<file path="src/rtl/cache_ctrl_burst_if.sv">
// cache_ctrl_burst_if
//   Groups the CPU request handshake, tag/data array strobes and the burst
//   memory port of cache_ctrl_burst.
//   Ports (modport slave = controller view):
//     req_valid, req_write   in   CPU request present / request is a store
//     req_ready              out  controller idle, can accept
//     hit, dirty             in   tag compare result / victim line dirty
//     mem_rd, mem_wr         out  refill read / write-back write beat request
//     mem_beat_addr          out  word index of the current beat in the block
//     mem_ack                in   current beat accepted/returned this cycle
//     fill_we, tag_we        out  data array write / tag update strobes
//     resp_valid             out  one-cycle request-complete pulse
//   Modport master is the CPU/array/memory side of the same signals.
interface cache_ctrl_burst_if #(
    parameter int BLOCK_WORDS = 4
);
    localparam int BEAT_W = $clog2(BLOCK_WORDS);

    logic              req_valid;
    logic              req_write;
    logic              req_ready;
    logic              hit;
    logic              dirty;
    logic              mem_rd;
    logic              mem_wr;
    logic [BEAT_W-1:0] mem_beat_addr;
    logic              mem_ack;
    logic              fill_we;
    logic              tag_we;
    logic              resp_valid;

    modport slave (
        input  req_valid, req_write, hit, dirty, mem_ack,
        output req_ready, mem_rd, mem_wr, mem_beat_addr, fill_we, tag_we, resp_valid
    );

    modport master (
        output req_valid, req_write, hit, dirty, mem_ack,
        input  req_ready, mem_rd, mem_wr, mem_beat_addr, fill_we, tag_we, resp_valid
    );
endinterface

</file>
<file path="src/rtl/cache_ctrl_burst.sv">
// cache_ctrl_burst
//   Multi-beat cache controller FSM. Accepts one CPU request at a time, samples
//   the tag-compare hit, refills a miss as BLOCK_WORDS memory beats and keeps
//   saturating access/hit/miss counters.
//   Build option: define CACHE_WB_EN to write back a dirty victim (WB state)
//   before the refill. Without it the WB state does not exist, dirty is ignored
//   and mem_wr is constant 0.
//   Ports:
//     clk          in   rising-edge clock
//     rst          in   asynchronous active-low reset
//     bus          slave modport of cache_ctrl_burst_if (request/array/memory)
//     cnt_clr      in   synchronous clear of all counters (wins over increments)
//     access_cnt   out  accepted requests (saturating)
//     hit_cnt      out  hits (saturating)
//     miss_cnt     out  misses (saturating)
//
//   state    | meaning
//   ---------+-------------------------------------------------------------
//   S_IDLE   | req_ready=1, waiting for req_valid
//   S_LOOKUP | one cycle, samples hit (and dirty when write-back is built in)
//   S_WB     | victim write-back, one mem_wr beat per mem_ack
//   S_REFILL | line refill, one mem_rd beat per mem_ack, tag_we on last beat
//   S_RESP   | resp_valid for one cycle, back to idle
module cache_ctrl_burst #(
    parameter int CNT_W       = 15,
    parameter int BLOCK_WORDS = 4
) (
    input  logic                 clk,
    input  logic                 rst,
    cache_ctrl_burst_if.slave    bus,
    input  logic                 cnt_clr,
    output logic [CNT_W-1:0]     access_cnt,
    output logic [CNT_W-1:0]     hit_cnt,
    output logic [CNT_W-1:0]     miss_cnt
);
    localparam int BEAT_W = $clog2(BLOCK_WORDS);
    localparam logic [BEAT_W-1:0] LAST_BEAT = BEAT_W'(BLOCK_WORDS - 1);

`ifdef CACHE_WB_EN
    typedef enum logic [2:0] {S_IDLE, S_LOOKUP, S_WB, S_REFILL, S_RESP} state_t;
`else
    typedef enum logic [2:0] {S_IDLE, S_LOOKUP, S_REFILL, S_RESP} state_t;
`endif

    state_t            state, state_nxt;
    logic [BEAT_W-1:0] beat, beat_nxt;
    logic              acc_inc, hit_inc, miss_inc;

    // req_write is informational only; dirty is unused without write-back.
    logic unused_inputs;
    assign unused_inputs = ^{bus.req_write, bus.dirty};

    function automatic logic [CNT_W-1:0] sat_inc(input logic [CNT_W-1:0] v, input logic en);
        return (en && (v != '1)) ? v + 1'b1 : v;
    endfunction

    always_ff @(posedge clk or negedge rst) begin
        if (!rst) begin
            state      <= S_IDLE;
            beat       <= '0;
            access_cnt <= '0;
            hit_cnt    <= '0;
            miss_cnt   <= '0;
        end else begin
            state <= state_nxt;
            beat  <= beat_nxt;
            if (cnt_clr) begin
                access_cnt <= '0;
                hit_cnt    <= '0;
                miss_cnt   <= '0;
            end else begin
                access_cnt <= sat_inc(access_cnt, acc_inc);
                hit_cnt    <= sat_inc(hit_cnt, hit_inc);
                miss_cnt   <= sat_inc(miss_cnt, miss_inc);
            end
        end
    end

    always_comb begin
        state_nxt      = state;
        beat_nxt       = beat;
        acc_inc        = 1'b0;
        hit_inc        = 1'b0;
        miss_inc       = 1'b0;
        bus.req_ready  = 1'b0;
        bus.mem_rd     = 1'b0;
        bus.mem_wr     = 1'b0;
        bus.fill_we    = 1'b0;
        bus.tag_we     = 1'b0;
        bus.resp_valid = 1'b0;
        case (state)
            S_IDLE: begin
                bus.req_ready = 1'b1;
                if (bus.req_valid) begin
                    state_nxt = S_LOOKUP;
                    acc_inc   = 1'b1;
                end
            end
            S_LOOKUP: begin
                if (bus.hit) begin
                    state_nxt = S_RESP;
                    hit_inc   = 1'b1;
                end else begin
                    miss_inc  = 1'b1;
                    beat_nxt  = '0;
`ifdef CACHE_WB_EN
                    state_nxt = bus.dirty ? S_WB : S_REFILL;
`else
                    state_nxt = S_REFILL;
`endif
                end
            end
`ifdef CACHE_WB_EN
            S_WB: begin
                bus.mem_wr = 1'b1;
                if (bus.mem_ack) begin
                    // Beat counter wraps to 0 on the last beat, ready for refill.
                    beat_nxt = beat + 1'b1;
                    if (beat == LAST_BEAT) begin
                        state_nxt = S_REFILL;
                    end
                end
            end
`endif
            S_REFILL: begin
                bus.mem_rd = 1'b1;
                if (bus.mem_ack) begin
                    bus.fill_we = 1'b1;
                    beat_nxt    = beat + 1'b1;
                    if (beat == LAST_BEAT) begin
                        bus.tag_we = 1'b1;
                        state_nxt  = S_RESP;
                    end
                end
            end
            S_RESP: begin
                bus.resp_valid = 1'b1;
                state_nxt      = S_IDLE;
            end
            default: begin
                state_nxt = S_IDLE;
            end
        endcase
    end

    assign bus.mem_beat_addr = beat;
endmodule

</file>
<file path="src/flat_wrapper.sv">
// flat-port wrapper written by rule: the top's interface ports become plain ports
module cache_ctrl_burst_flat 
#(
    parameter int CNT_W       = 15,
    parameter int BLOCK_WORDS = 4
)
  (clk, rst, cnt_clr, access_cnt, hit_cnt, miss_cnt, bus_req_valid, bus_req_write, bus_hit, bus_dirty, bus_mem_ack, bus_req_ready, bus_mem_rd, bus_mem_wr, bus_mem_beat_addr, bus_fill_we, bus_tag_we, bus_resp_valid);
  cache_ctrl_burst_if #(.BLOCK_WORDS(BLOCK_WORDS)) bus_i ();
  input  logic clk;
  input  logic rst;
  input  logic cnt_clr;
  output logic [CNT_W-1:0] access_cnt;
  output logic [CNT_W-1:0] hit_cnt;
  output logic [CNT_W-1:0] miss_cnt;
  input wire logic [$bits(bus_i.req_valid)-1:0] bus_req_valid;
  input wire logic [$bits(bus_i.req_write)-1:0] bus_req_write;
  input wire logic [$bits(bus_i.hit)-1:0] bus_hit;
  input wire logic [$bits(bus_i.dirty)-1:0] bus_dirty;
  input wire logic [$bits(bus_i.mem_ack)-1:0] bus_mem_ack;
  output wire logic [$bits(bus_i.req_ready)-1:0] bus_req_ready;
  output wire logic [$bits(bus_i.mem_rd)-1:0] bus_mem_rd;
  output wire logic [$bits(bus_i.mem_wr)-1:0] bus_mem_wr;
  output wire logic [$bits(bus_i.mem_beat_addr)-1:0] bus_mem_beat_addr;
  output wire logic [$bits(bus_i.fill_we)-1:0] bus_fill_we;
  output wire logic [$bits(bus_i.tag_we)-1:0] bus_tag_we;
  output wire logic [$bits(bus_i.resp_valid)-1:0] bus_resp_valid;
  assign bus_i.req_valid = bus_req_valid;
  assign bus_i.req_write = bus_req_write;
  assign bus_i.hit = bus_hit;
  assign bus_i.dirty = bus_dirty;
  assign bus_i.mem_ack = bus_mem_ack;
  assign bus_req_ready = bus_i.req_ready;
  assign bus_mem_rd = bus_i.mem_rd;
  assign bus_mem_wr = bus_i.mem_wr;
  assign bus_mem_beat_addr = bus_i.mem_beat_addr;
  assign bus_fill_we = bus_i.fill_we;
  assign bus_tag_we = bus_i.tag_we;
  assign bus_resp_valid = bus_i.resp_valid;
  cache_ctrl_burst #(.CNT_W(CNT_W), .BLOCK_WORDS(BLOCK_WORDS)) u_core (.clk(clk), .rst(rst), .bus(bus_i), .cnt_clr(cnt_clr), .access_cnt(access_cnt), .hit_cnt(hit_cnt), .miss_cnt(miss_cnt));
endmodule
</file>
<file path="config.mk">
export PLATFORM = sky130hd
export DESIGN_NAME = cache_ctrl_burst_flat
export DESIGN_NICKNAME = d
export VERILOG_FILES = /design/src/rtl/cache_ctrl_burst_if.sv /design/src/rtl/cache_ctrl_burst.sv /design/src/flat_wrapper.sv
export SDC_FILE = /design/constraint.sdc
export NUM_CORES = 1
export LEC_CHECK = 0
export ABC_AREA = 1
export BUFFER_PORTS_ARGS = -buffer_cell sky130_fd_sc_hd__buf_4
export CORE_AREA = 4 4 78 80
export CTS_CLUSTER_DIAMETER = 30
export DETAILED_ROUTE_END_ITERATION = 10
export DIE_AREA = 0 0 82 84
export PLACE_DENSITY = 0.82
export SYNTH_ARGS = -nofsm -noshare
export SYNTH_HDL_FRONTEND = slang
export SYNTH_SLANG_ARGS = --single-unit
</file>
<file path="constraint.sdc">
create_clock -name clk -period 4.5 [get_ports clk]
set_input_delay 0.9 -clock clk [delete_from_list [all_inputs] [get_ports clk]]
set_output_delay 0.9 -clock clk [all_outputs]
set_load 0.02 [all_outputs]
</file>
==> summary.md, run 1 <==
| Metric | Value |
|---|---|
| Status | `complete, no violations` |
| Drt wl/cell | `12.8 µm` |
| Antenna cells | `0` |
| Netlist cell types | `29` |
| Pin count of the biggest net entering global routing | `50` |
| Die extent in y | `84 µm` |
| Vias | `3184` |
| Die area | `0.00689 mm²` |
| Post-Route Utilization | `69.4%` |
| CP max stage delay | `420 ps` |
| Pwr dens | `288 mW/mm²` |
| Clock skew | `7.17 ps` |
| Crit Path Class | `reg2out` |
| CTS Buf Count | `5` |
| DRC violation count after routing | `0` |
| Synth Register Bits | `49` |
| Initial antenna violation count | `0` |
| Antenna-violating nets left | `0` |
| Routed WL | `7550 µm` |
| First-pass GRT wire length | `12900 µm` |
| DP HPWL | `5380 µm` |
| Part of the cycle the worst path needs | `52.5%` |
| I/O Buffers | `57` |
| H-tree depth | `2` |
| Nets | `532` |
| Vias in the first global route | `2909` |
| Core Region | `0.00541 mm²` |
| Syn nets | `478` |
| Crit-path max FO | `6` |
| Max frequency | `423 MHz` |
| Hold Crit Class | `reg2reg` |
| Slew HR | `48.9%` |
| Required time worst endpoint | `3600 ps` |
| Syn Inst Count | `462` |
| TNS Setup | `0 ps` |
| Worst vdd ir | `0.333 mV` |
| Reg2reg path depth | `8` |
| Detailed Routing Iterations Pass 1 | `5` |
| Mean Syn Cell Area | `6.91 µm²` |
| RSZ-0062 raised after global routing | `false` |
| Root buffer cell | `clkbuf_8` |
| Synth warnings | `0` |
| Setup crit end kind | `output pin` |
| Reg clk slew, reported paths | `90 ps` |
| Starting Density | `59.0%` |
| Vias per inst | `5.41` |
| Least-Margin Pin Slew | `765 ps` |
| P&R area growth vs syn | `17.5%` |
| Post-CTS setup repair buffer count | `0` |
| Final Setup Violations | `0` |
| WP buf/inv | `2` |
| Mapped Area | `0.00319 mm²` |
| Leak | `1.99 nW` |
| Critical Path AT | `1460 ps` |
| # IOs | `61` |
| CTS tree | `done` |
| Total congestion overflow | `0` |
| Ratio of cells with drive above 1 in the final layout | `17.2%` |
| Delay-heaviest family, CP | `flip-flops` |
| Die width | `82 µm` |
| CP startpoint kind | `register` |
| Max-Cap Viols | `0` |
| 1st-iter DRT viols | `192` |
| Slowest cell on crit path | `dfrtp_1` |
| Worst-skew pair later-pin latency | `310 ps` |
| PostCTS Resize Cnt | `0` |
| Sequential-to-total area share from yosys stat | `38.4%` |
| CP cell instances | `inv_1 -> ha_1 -> nand2_1 -> nor2_1 -> buf_4` |
| GRT Overall Usage | `23.0%` |
| Fin. max-slew vios | `0` |
| Clock sinks | `49` |
| Global placement routability congestion | `0.852` |
| Hold Crit Depth | `2` |
| CTS max path bufs | `2` |
| Critical path depth | `5` |
| Final Critical Period | `2360 ps` |
| Hold Fails Final Rpt | `0` |
| # rows | `27` |
| CTS Hold Bufs | `0` |
[Yosys cell counts]
cell type / number / share of area, %
nand2_1: 162 / 19
nand3_1: 55 / 8.6
dfrtp_1: 49 / 38
inv_1: 46 / 5.4
nor2_1: 44 / 5.2
nand4_1: 22 / 4.3
xor2_1: 11 / 3.0
nor2_2: 9 / 1.8
o21ai_1: 9 / 1.4
ha_1: 8 / 3.1
inv_2: 7 / 0.82
o21bai_1: 7 / 1.6
a21oi_1: 4 / 0.63
nand2_2: 4 / 0.78
clkbuf_1: 3 / 0.35
nand3b_1: 3 / 0.71
nor2_4: 3 / 1.1
buf_1: 2 / 0.24
buf_4: 2 / 0.47
buf_6: 2 / 0.71
xnor2_1: 2 / 0.55
a32o_1: 1 / 0.31
buf_2: 1 / 0.16
clkinv_1: 1 / 0.12
conb_1: 1 / 0.12
mux2_2: 1 / 0.35
o211ai_1: 1 / 0.24
o21ai_0: 1 / 0.16
o31ai_1: 1 / 0.24
[power breakdown]
part           switching (W)  leakage (nW)  internal (W)
registers          0.0000246         0.676      0.000465
clock network       0.000151        0.0542      0.000139
logic               0.000193          1.26      0.000107
[metrics by stage]
step	cells	total power, W	setup WS (ps)	hold WS [ps]	area (µm²)
after floorplan	462	0.000704	2330	538	3190
after global placement	581	0.000790	2150	505	3650
after detailed placement	581	0.000800	2150	520	3650
after CTS	589	0.00109	2110	541	3750
after global routing	589	0.00115	2020	565	3750
final	589	0.00108	2140	540	3750
[cell usage in the layout, fill, tap and decap left out, drive strengths merged, types with 8 or more instances in the layout]
| master | instances |
|---|---|
| nand2 | 166 |
| buf | 57 |
| nor2 | 56 |
| nand3 | 55 |
| inv | 53 |
| dfrtp | 49 |
| nand4 | 22 |
| xor2 | 11 |
| o21ai | 10 |
| ha | 8 |
[per-layer routing]
metal	share of wire [%]	track usage (%)	up-vias
met2	49	37.6	104
met5	0	0	-
met4	0.99	5.89	0
met3	6.3	4.10	8
li1	-	-	1580
met1	44	31.1	1492
[cell families after synthesis]
group           count (synthesis)  share of synthesized area (%)
simple gates                  302                           41.5
xor+xnor                       13                           3.57
other cells                     1                          0.118
compound gates                 24                           4.63
flops                          49                           38.4
fa+ha+maj                       8                           3.14
mux                             1                          0.353
buf+inv                        64                           8.27
[registers in the layout, indices dropped and copies added (netlist names)]
name / flops
u_core.miss_cnt: 15
u_core.access_cnt: 15
u_core.state: 2
u_core.hit_cnt: 15
u_core.bus.mem_beat_addr: 2
[tightest hold or removal path: cells and delay by family, from the launching register on]
kind	cells	cell delay, ps
DFF	1	400
and+or+nand+nor	2	120
[path summary, 6_finish.rpt]
path                            slack (ps)                              from                                to
max in group asynchronous             3480                               rst  u_core.access_cnt[6]$_DFFE_PN0P_
worst max register to register        2540     u_core.hit_cnt[0]$_DFFE_PN0P_     u_core.hit_cnt[3]$_DFFE_PN0P_
min in group asynchronous              600                               rst    u_core.miss_cnt[9]$_DFFE_PN0P_
worst min register to register         540  u_core.access_cnt[1]$_DFFE_PN0P_  u_core.access_cnt[1]$_DFFE_PN0P_
worst min-delay path                   540  u_core.access_cnt[1]$_DFFE_PN0P_  u_core.access_cnt[1]$_DFFE_PN0P_
worst max-delay path                  2140       u_core.state[0]$_DFFE_PN0P_                        bus_tag_we
[cell type report]
type	count	area, µm²
multi-input combinational	349	1700
fill	476	1660
sequential	49	1230
timing repair buffer	57	428
inverter	54	203
clock buffer	7	96.3
tap	72	90.1
clock inverter	1	5.00
Power figures use the tool's default switching activity.
==> run 2, diff against run 1 <==
--- a/config.mk
+++ b/config.mk
@@ -7,11 +7,11 @@
 export LEC_CHECK = 0
 export ABC_AREA = 1
 export BUFFER_PORTS_ARGS = -buffer_cell sky130_fd_sc_hd__buf_4
-export CORE_AREA = 4 4 78 80
+export CORE_AREA = 4 4 85 87
 export CTS_CLUSTER_DIAMETER = 30
 export DETAILED_ROUTE_END_ITERATION = 10
-export DIE_AREA = 0 0 82 84
-export PLACE_DENSITY = 0.82
+export DIE_AREA = 0 0 89 91
+export PLACE_DENSITY = 0.73
 export SYNTH_ARGS = -nofsm -noshare
 export SYNTH_HDL_FRONTEND = slang
 export SYNTH_SLANG_ARGS = --single-unit
==> constraint.sdc (replaced) <==
create_clock -name clk -period 2.1 [get_ports clk]
set_input_delay 0.42 -clock clk [delete_from_list [all_inputs] [get_ports clk]]
set_output_delay 0.42 -clock clk [all_outputs]
set_load 0.02 [all_outputs]
==> run 2 against run 1 <==
Clock skew about the same. Total power grew 110%. Setup slack got worse by 1900 ps. Critical endpoint unchanged. Largest cell class unchanged.
==> summary.md, run 2 (synthesized netlist as in run 1, its figures left out) <==
| Metric | Value |
|---|---|
| Status | `complete, no violations (unchanged)` |
| Reg clk slew, reported paths | `90 ps (about the same)` |
| # IOs | `61 (unchanged)` |
| Least-Margin Pin Slew | `619 ps (was 765 ps)` |
| Total congestion overflow | `0 (unchanged)` |
| Footprint of the multi-input gates | `0.00171 mm² (was 0.00170 mm²)` |
| # rows | `29 (was 27)` |
| Max-Cap Viols | `0 (unchanged)` |
| Final Critical Period | `1870 ps` |
| Fin. max-slew vios | `0 (unchanged)` |
| CTS tree | `done (unchanged)` |
| Drt wl/cell | `12.8 µm (about the same)` |
| Pwr dens | `601 mW/mm² (was 288 mW/mm²)` |
| Vias per inst | `5.26 (was 5.41)` |
| Vias | `3153 (was 3184)` |
| CTS Buf Count | `5 (unchanged)` |
| 1st-iter DRT viols | `120 (was 192)` |
| P&R area growth vs syn | `18.7% (was 17.5%)` |
| DRC violation count after routing | `0 (unchanged)` |
| Initial antenna violation count | `0 (unchanged)` |
| RSZ-0062 raised after global routing | `false (unchanged)` |
| Worst vdd ir | `0.706 mV (was 0.333 mV)` |
| Worst-skew pair later-pin latency | `310 ps (about the same)` |
| Slew HR | `58.7% (was 48.9%)` |
| Nets | `538 (was 532)` |
| Part of the cycle the worst path needs | `89.1%` |
| Die area | `0.00810 mm² (was 0.00689 mm²)` |
| Worst hold margin | `126 ps (was 540 ps)` |
| Die extent in y | `91 µm (was 84 µm)` |
| Detailed Routing Iterations Pass 1 | `4 (was 5)` |
| Most common cell after layout, fill and taps aside | `nand2_1 (unchanged)` |
| Reg2reg path depth | `8 (unchanged)` |
| Global placement routability congestion | `0.892 (was 0.852)` |
| Final Setup Violations | `0 (unchanged)` |
| CP startpoint kind | `register (unchanged)` |
| Hold Crit Class | `in2async (was reg2reg)` |
| First-pass GRT wire length | `13700 µm (was 12900 µm)` |
| Routed WL | `7670 µm (was 7550 µm)` |
| Commonest non-fill, non-tap cells in the layout | `nand2_1 (162), buf_4 (63), nand3_1 (55) (was nand2_1 (162), buf_4 (57), nand3_1 (55))` |
| Crit-path max FO | `6 (unchanged)` |
| Finished Layout Cells | `600 (was 589)` |
| Vias in the first global route | `2984 (was 2909)` |
| Clock sinks | `49 (unchanged)` |
| Largest regs | `u_core.access_cnt: 15 flops, u_core.hit_cnt: 15 flops, u_core.miss_cnt: 15 flops (unchanged)` |
| Crit Path Class | `reg2out (unchanged)` |
| DP HPWL | `5690 µm (was 5380 µm)` |
| Starting Density | `50.2% (was 59.0%)` |
| Crit path from | `u_core.state[0]$_DFFE_PN0P_ (unchanged)` |
| Required time worst endpoint | `1680 ps (was 3600 ps)` |
| Root buffer cell | `clkbuf_8 (unchanged)` |
| Setup crit end kind | `output pin (unchanged)` |
| Hold Fails Final Rpt | `0 (unchanged)` |
| Post-CTS setup repair buffer count | `0 (unchanged)` |
| Core Region | `0.00635 mm² (was 0.00541 mm²)` |
| RR Startpoint | `u_core.hit_cnt[0]$_DFFE_PN0P_ (unchanged)` |
| Clock skew | `7.65 ps (was 7.17 ps)` |
| Die width | `89 µm (was 82 µm)` |
| Pin count of the biggest net entering global routing | `50 (unchanged)` |
| Sequential cell area | `0.00123 mm² (unchanged)` |
| GRT Overall Usage | `20.5% (was 23.0%)` |
| TNS Setup | `0 ps (unchanged)` |
| Antenna cells | `0 (unchanged)` |
| H-tree depth | `2 (unchanged)` |
| Ratio of cells with drive above 1 in the final layout | `18.0% (was 17.2%)` |
| Leak | `2.01 nW (was 1.99 nW)` |
| Cells after DPL | `592 (was 581)` |
| I/O Buffers | `57 (unchanged)` |
| Max frequency | `535 MHz` |
| Antenna-violating nets left | `0 (unchanged)` |
| Critical Path AT | `1450 ps (was 1460 ps)` |
| Fillcell total | `597 (was 476)` |
| CTS max path bufs | `2 (unchanged)` |
run 2: cell types whose count changed in the layout (fill, tap and decap cells not counted):
cell / before / now
buf_4: 57 / 63
clkbuf_8: 7 / 5
clkbuf_1: 0 / 1
clkinv_2: 1 / 2
nor2_2: 9 / 8
nor2_4: 3 / 4
run 2: worst max-delay path, stage by stage, from the launching register on:
cell	delay (ps)
dfrtp_1	420
inv_1	90
ha_1	260
nand2_1	120
nor2_1	110
buf_4	150
run 2: routing by layer:
layer  routed length [µm]  GRT usage (%)  share of wire (%)  vias to the layer above
li1                     -              -                  -                     1592
met1                 3490           28.5                 45                     1469
met5                    0              0                  0                        -
met3                  457           3.80                6.0                       14
met2                 3610           32.2                 47                       78
met4                  112           6.08                1.5                        0
run 2: power breakdown:
part	switching [W]	leakage [nW]	total [W]	internal [W]
sequential	0.0000524	0.676	0.00105	0.000996
clock	0.000324	0.0450	0.000556	0.000232
combinational	0.000426	1.29	0.000670	0.000244
run 2: final cells by class:
| type | count | area share (%) |
|---|---|---|
| multi-input combinational | 349 | 45.0 |
| sequential | 49 | 32.4 |
| timing repair buffer | 63 | 12.5 |
| inverter | 54 | 5.35 |
| tap | 77 | 2.54 |
| clock buffer | 6 | 1.92 |
| clock inverter | 2 | 0.264 |
run 2: stage by stage:
step	util (%)	total power (W)	instance area, µm²	setup WS [ps]
finish	59.6	0.00227	3790	230
global route	59.6	0.00243	3790	96.9
CTS	59.5	0.00230	3780	216
detailed placement	58.2	0.00174	3700	250
global placement	58.2	0.00171	3700	297
floorplan	-	0.00151	3190	436
run 2: worst paths after layout:
| kind | slack [ps] | endpoint |
|---|---|---|
| worst max-delay path | 230 | bus_tag_we |
| min in group clk | 420 | u_core.miss_cnt[14]$_DFFE_PN0P_ |
| worst min register to register | 530 | u_core.bus.mem_beat_addr[1]$_DFFE_PN0P_ |
| max in group asynchronous | 1550 | u_core.access_cnt[10]$_DFFE_PN0P_ |
| worst min-delay path | 130 | u_core.miss_cnt[14]$_DFFE_PN0P_ |
| worst max register to register | 280 | u_core.hit_cnt[11]$_DFFE_PN0P_ |
run 2: what timing repair did:
item / 4_1_cts / 5_1_grt
hold buffers: 0 / 0
endpoints found under the hold margin: 0 / 0
setup endpoints to repair: 0 / 3
resized for setup: 0 / 1
==> run 3, diff against run 2 <==
--- a/config.mk
+++ b/config.mk
@@ -7,11 +7,13 @@
 export LEC_CHECK = 0
 export ABC_AREA = 1
 export BUFFER_PORTS_ARGS = -buffer_cell sky130_fd_sc_hd__buf_4
-export CORE_AREA = 4 4 85 87
+export CELL_PAD_IN_SITES_DETAIL_PLACEMENT = 0
+export CELL_PAD_IN_SITES_GLOBAL_PLACEMENT = 2
+export CORE_AREA = 4 4 114 116
 export CTS_CLUSTER_DIAMETER = 30
 export DETAILED_ROUTE_END_ITERATION = 10
-export DIE_AREA = 0 0 89 91
-export PLACE_DENSITY = 0.73
+export DIE_AREA = 0 0 118 120
+export PLACE_DENSITY = 0.72
 export SYNTH_ARGS = -nofsm -noshare
 export SYNTH_HDL_FRONTEND = slang
 export SYNTH_SLANG_ARGS = --single-unit
==> run 3 against run 2 <==
Critical path depth unchanged. Sequential cell count unchanged. Final cell count up 13%. Worst hold slack better by 45 ps. Register-to-register slack better by 80 ps. Critical endpoint unchanged. Highest routed layer unchanged.
==> summary.md, run 3 (synthesized netlist as in run 1, its figures left out) <==
| Metric | Value |
|---|---|
| I/O Buffers | `57 (unchanged)` |
| Footprint of the multi-input gates | `0.00170 mm² (was 0.00171 mm²)` |
| # IOs | `61 (unchanged)` |
| Nets | `546 (was 538)` |
| Drt wl/cell | `13.3 µm (was 12.8 µm)` |
| Antenna-violating nets left | `0 (unchanged)` |
| Die width | `118 µm (was 89 µm)` |
| Post-CTS setup repair buffer count | `0 (unchanged)` |
| Crit-path max FO | `6 (unchanged)` |
| P&R area growth vs syn | `26.1% (was 18.7%)` |
| Commonest non-fill, non-tap cells in the layout | `nand2_1 (162), buf_4 (71), nand3_1 (55) (was nand2_1 (162), buf_4 (63), nand3_1 (55))` |
| Root buffer cell | `clkbuf_16 (was clkbuf_8)` |
| WP buf/inv | `2 (unchanged)` |
| Reg clk slew, reported paths | `70 ps (was 90 ps)` |
| PostCTS Resize Cnt | `0 (unchanged)` |
| TNS Setup | `0 ps (unchanged)` |
| Pwr dens | `675 mW/mm² (was 601 mW/mm²)` |
| Starting Density | `26.8% (was 50.2%)` |
| # rows | `40 (was 29)` |
| Sequential share of power | `38.7% (was 46.1%)` |
| P_int | `0.00185 W (was 0.00147 W)` |
| Reg2reg path depth | `9 (was 8)` |
| Slowest cell on crit path | `dfrtp_1 (unchanged)` |
| DP HPWL | `6690 µm (was 5690 µm)` |
| Critical path depth | `5 (unchanged)` |
| Antenna cells | `0 (unchanged)` |
| Leak | `2.09 nW (was 2.01 nW)` |
| Die area | `0.0142 mm² (was 0.00810 mm²)` |
| Sequential cell area | `0.00123 mm² (unchanged)` |
| Ratio of cells with drive above 1 in the final layout | `19.4% (was 18.0%)` |
| CP max stage delay | `410 ps (was 420 ps)` |
| Max frequency | `535 MHz (about the same)` |
| CTS Buf Count | `5 (unchanged)` |
| Worst-skew pair later-pin latency | `290 ps (was 310 ps)` |
| Switching power | `0.000862 W (was 0.000802 W)` |
| Hold Fails Final Rpt | `0 (unchanged)` |
| First-pass GRT wire length | `15400 µm (was 13700 µm)` |
| GRT Overall Usage | `13.1% (was 20.5%)` |
| Slew HR | `54.2% (was 58.7%)` |
| Crit Path Class | `reg2out (unchanged)` |
| Part of the cycle the worst path needs | `89.0% (was 89.1%)` |
| Comb pwr share | `25.4% (was 29.5%)` |
| CTS max path bufs | `2 (unchanged)` |
| Reg2Reg Setup Slack | `360 ps (was 280 ps)` |
| Global placement routability congestion | `0.786 (was 0.892)` |
| Crit path from | `u_core.state[0]$_DFFE_PN0P_ (unchanged)` |
| Largest regs | `u_core.access_cnt: 15 flops, u_core.hit_cnt: 15 flops, u_core.miss_cnt: 15 flops (unchanged)` |
| CP startpoint kind | `register (unchanged)` |
| Pin count of the biggest net entering global routing | `50 (unchanged)` |
| Clock share of power | `35.9% (was 24.4%)` |
| Final Critical Period | `1870 ps (about the same)` |
| Hold Crit Class | `in2async (unchanged)` |
| Most common cell after layout, fill and taps aside | `nand2_1 (unchanged)` |
| RR Startpoint | `u_core.miss_cnt[0]$_DFFE_PN0P_ (was u_core.hit_cnt[0]$_DFFE_PN0P_)` |
| Setup WS pre-CTS | `349 ps (was 250 ps)` |
| Vias in the first global route | `3013 (was 2984)` |
| Setup crit end | `bus_tag_we (unchanged)` |
| 1st-iter DRT viols | `196 (was 120)` |
| Clock skew | `9.97 ps (was 7.65 ps)` |
| Initial antenna violation count | `0 (unchanged)` |
| Setup crit end kind | `output pin (unchanged)` |
| Setup WS post-layout | `231 ps (was 230 ps)` |
| Fillcell total | `1309 (was 597)` |
| Post-DP Area | `0.00385 mm² (was 0.00370 mm²)` |
| RSZ-0062 raised after global routing | `false (unchanged)` |
| H-tree depth | `2 (unchanged)` |
| Critical Path AT | `1450 ps (about the same)` |
| Routed WL | `8990 µm (was 7670 µm)` |
| Die extent in y | `120 µm (was 91 µm)` |
| CTS tree | `done (unchanged)` |
| Clock sinks | `49 (unchanged)` |
| Least-Margin Pin Slew | `687 ps (was 619 ps)` |
| RR Endpoint | `u_core.miss_cnt[7]$_DFFE_PN0P_ (was u_core.hit_cnt[11]$_DFFE_PN0P_)` |
| DRC violation count after routing | `0 (unchanged)` |
| Final Setup Violations | `0 (unchanged)` |
| CTS Hold Bufs | `0 (unchanged)` |
| Required time worst endpoint | `1680 ps (about the same)` |
| Worst vdd ir | `0.571 mV (was 0.706 mV)` |
| Fin. max-slew vios | `0 (unchanged)` |
| Final Cell Area | `0.00402 mm² (was 0.00379 mm²)` |
| Max-Cap Viols | `0 (unchanged)` |
| CP cell instances | `inv_1 -> ha_1 -> nand2_1 -> nor2_1 -> buf_4 (unchanged)` |
| Vias | `3121 (was 3153)` |
| Vias per inst | `4.60 (was 5.26)` |
| Detailed Routing Iterations Pass 1 | `4 (unchanged)` |
| Total congestion overflow | `0 (unchanged)` |
| Status | `complete, no violations (unchanged)` |
| Switching portion of total power | `31.8% (was 35.3%)` |
| Delay-heaviest family, CP | `flip-flops (unchanged)` |
| Core Region | `0.0119 mm² (was 0.00635 mm²)` |
## run 3: cell count changes in the layout (fill, tap and decap cells not counted), moves of 2 or more
cell,change
clkbuf_8,-4
clkbuf_16,+5
clkinv_2,-2
buf_4,+8
## run 3: per-stage QoR
stage	hold slack (ps)	power (W)	cells	utilization [%]
after floorplan	124	0.00151	462	-
after global placement	516	0.00177	670	32.3
after detailed placement	517	0.00177	670	32.3
after CTS	202	0.00277	678	33.8
after global routing	223	0.00286	678	33.8
final	171	0.00271	678	33.8
## run 3: worst min-delay path by stage
stage | to | startpoint | cells after the start
floorplan | u_core.access_cnt[0]$_DFFE_PN0P_ | rst | 0
global placement | u_core.access_cnt[1]$_DFFE_PN0P_ | u_core.access_cnt[1]$_DFFE_PN0P_ | 2
detailed placement | u_core.miss_cnt[0]$_DFFE_PN0P_ | rst | 1
CTS | u_core.miss_cnt[0]$_DFFE_PN0P_ | rst | 1
global route | u_core.miss_cnt[0]$_DFFE_PN0P_ | rst | 1
finish | u_core.miss_cnt[1]$_DFFE_PN0P_ | rst | 1
## run 3: power groups by stage
stage | combinational, W | sequential, W | clock (W)
final | 0.000690 | 0.00105 | 0.000974
after global routing | 0.000766 | 0.00106 | 0.00103
after CTS | 0.000709 | 0.00105 | 0.00101
after detailed placement | 0.000707 | 0.00107 | 0
after global placement | 0.000702 | 0.00107 | 0
after floorplan | 0.000414 | 0.00109 | 0
## run 3: per-layer routing
| layer | wire length (µm) | global-route usage, % | part of all wire [%] |
|---|---|---|---|
| met1 | 4600 | 18.5 | 51 |
| met2 | 3980 | 20.9 | 44 |
| met5 | 0 | 0 | 0 |
| met4 | 60 | 2.20 | 0.67 |
| met3 | 353 | 2.64 | 3.9 |
## run 3: area by class of cell
cell class / count / area share [%]
Clock buffer: 6 / 3.45
Clock inverter: 2 / 0.933
Inverter: 54 / 5.04
Multi-Input combinational cell: 349 / 42.3
Sequential cell: 49 / 30.5
Tap cell: 147 / 4.57
Timing Repair Buffer: 71 / 13.3
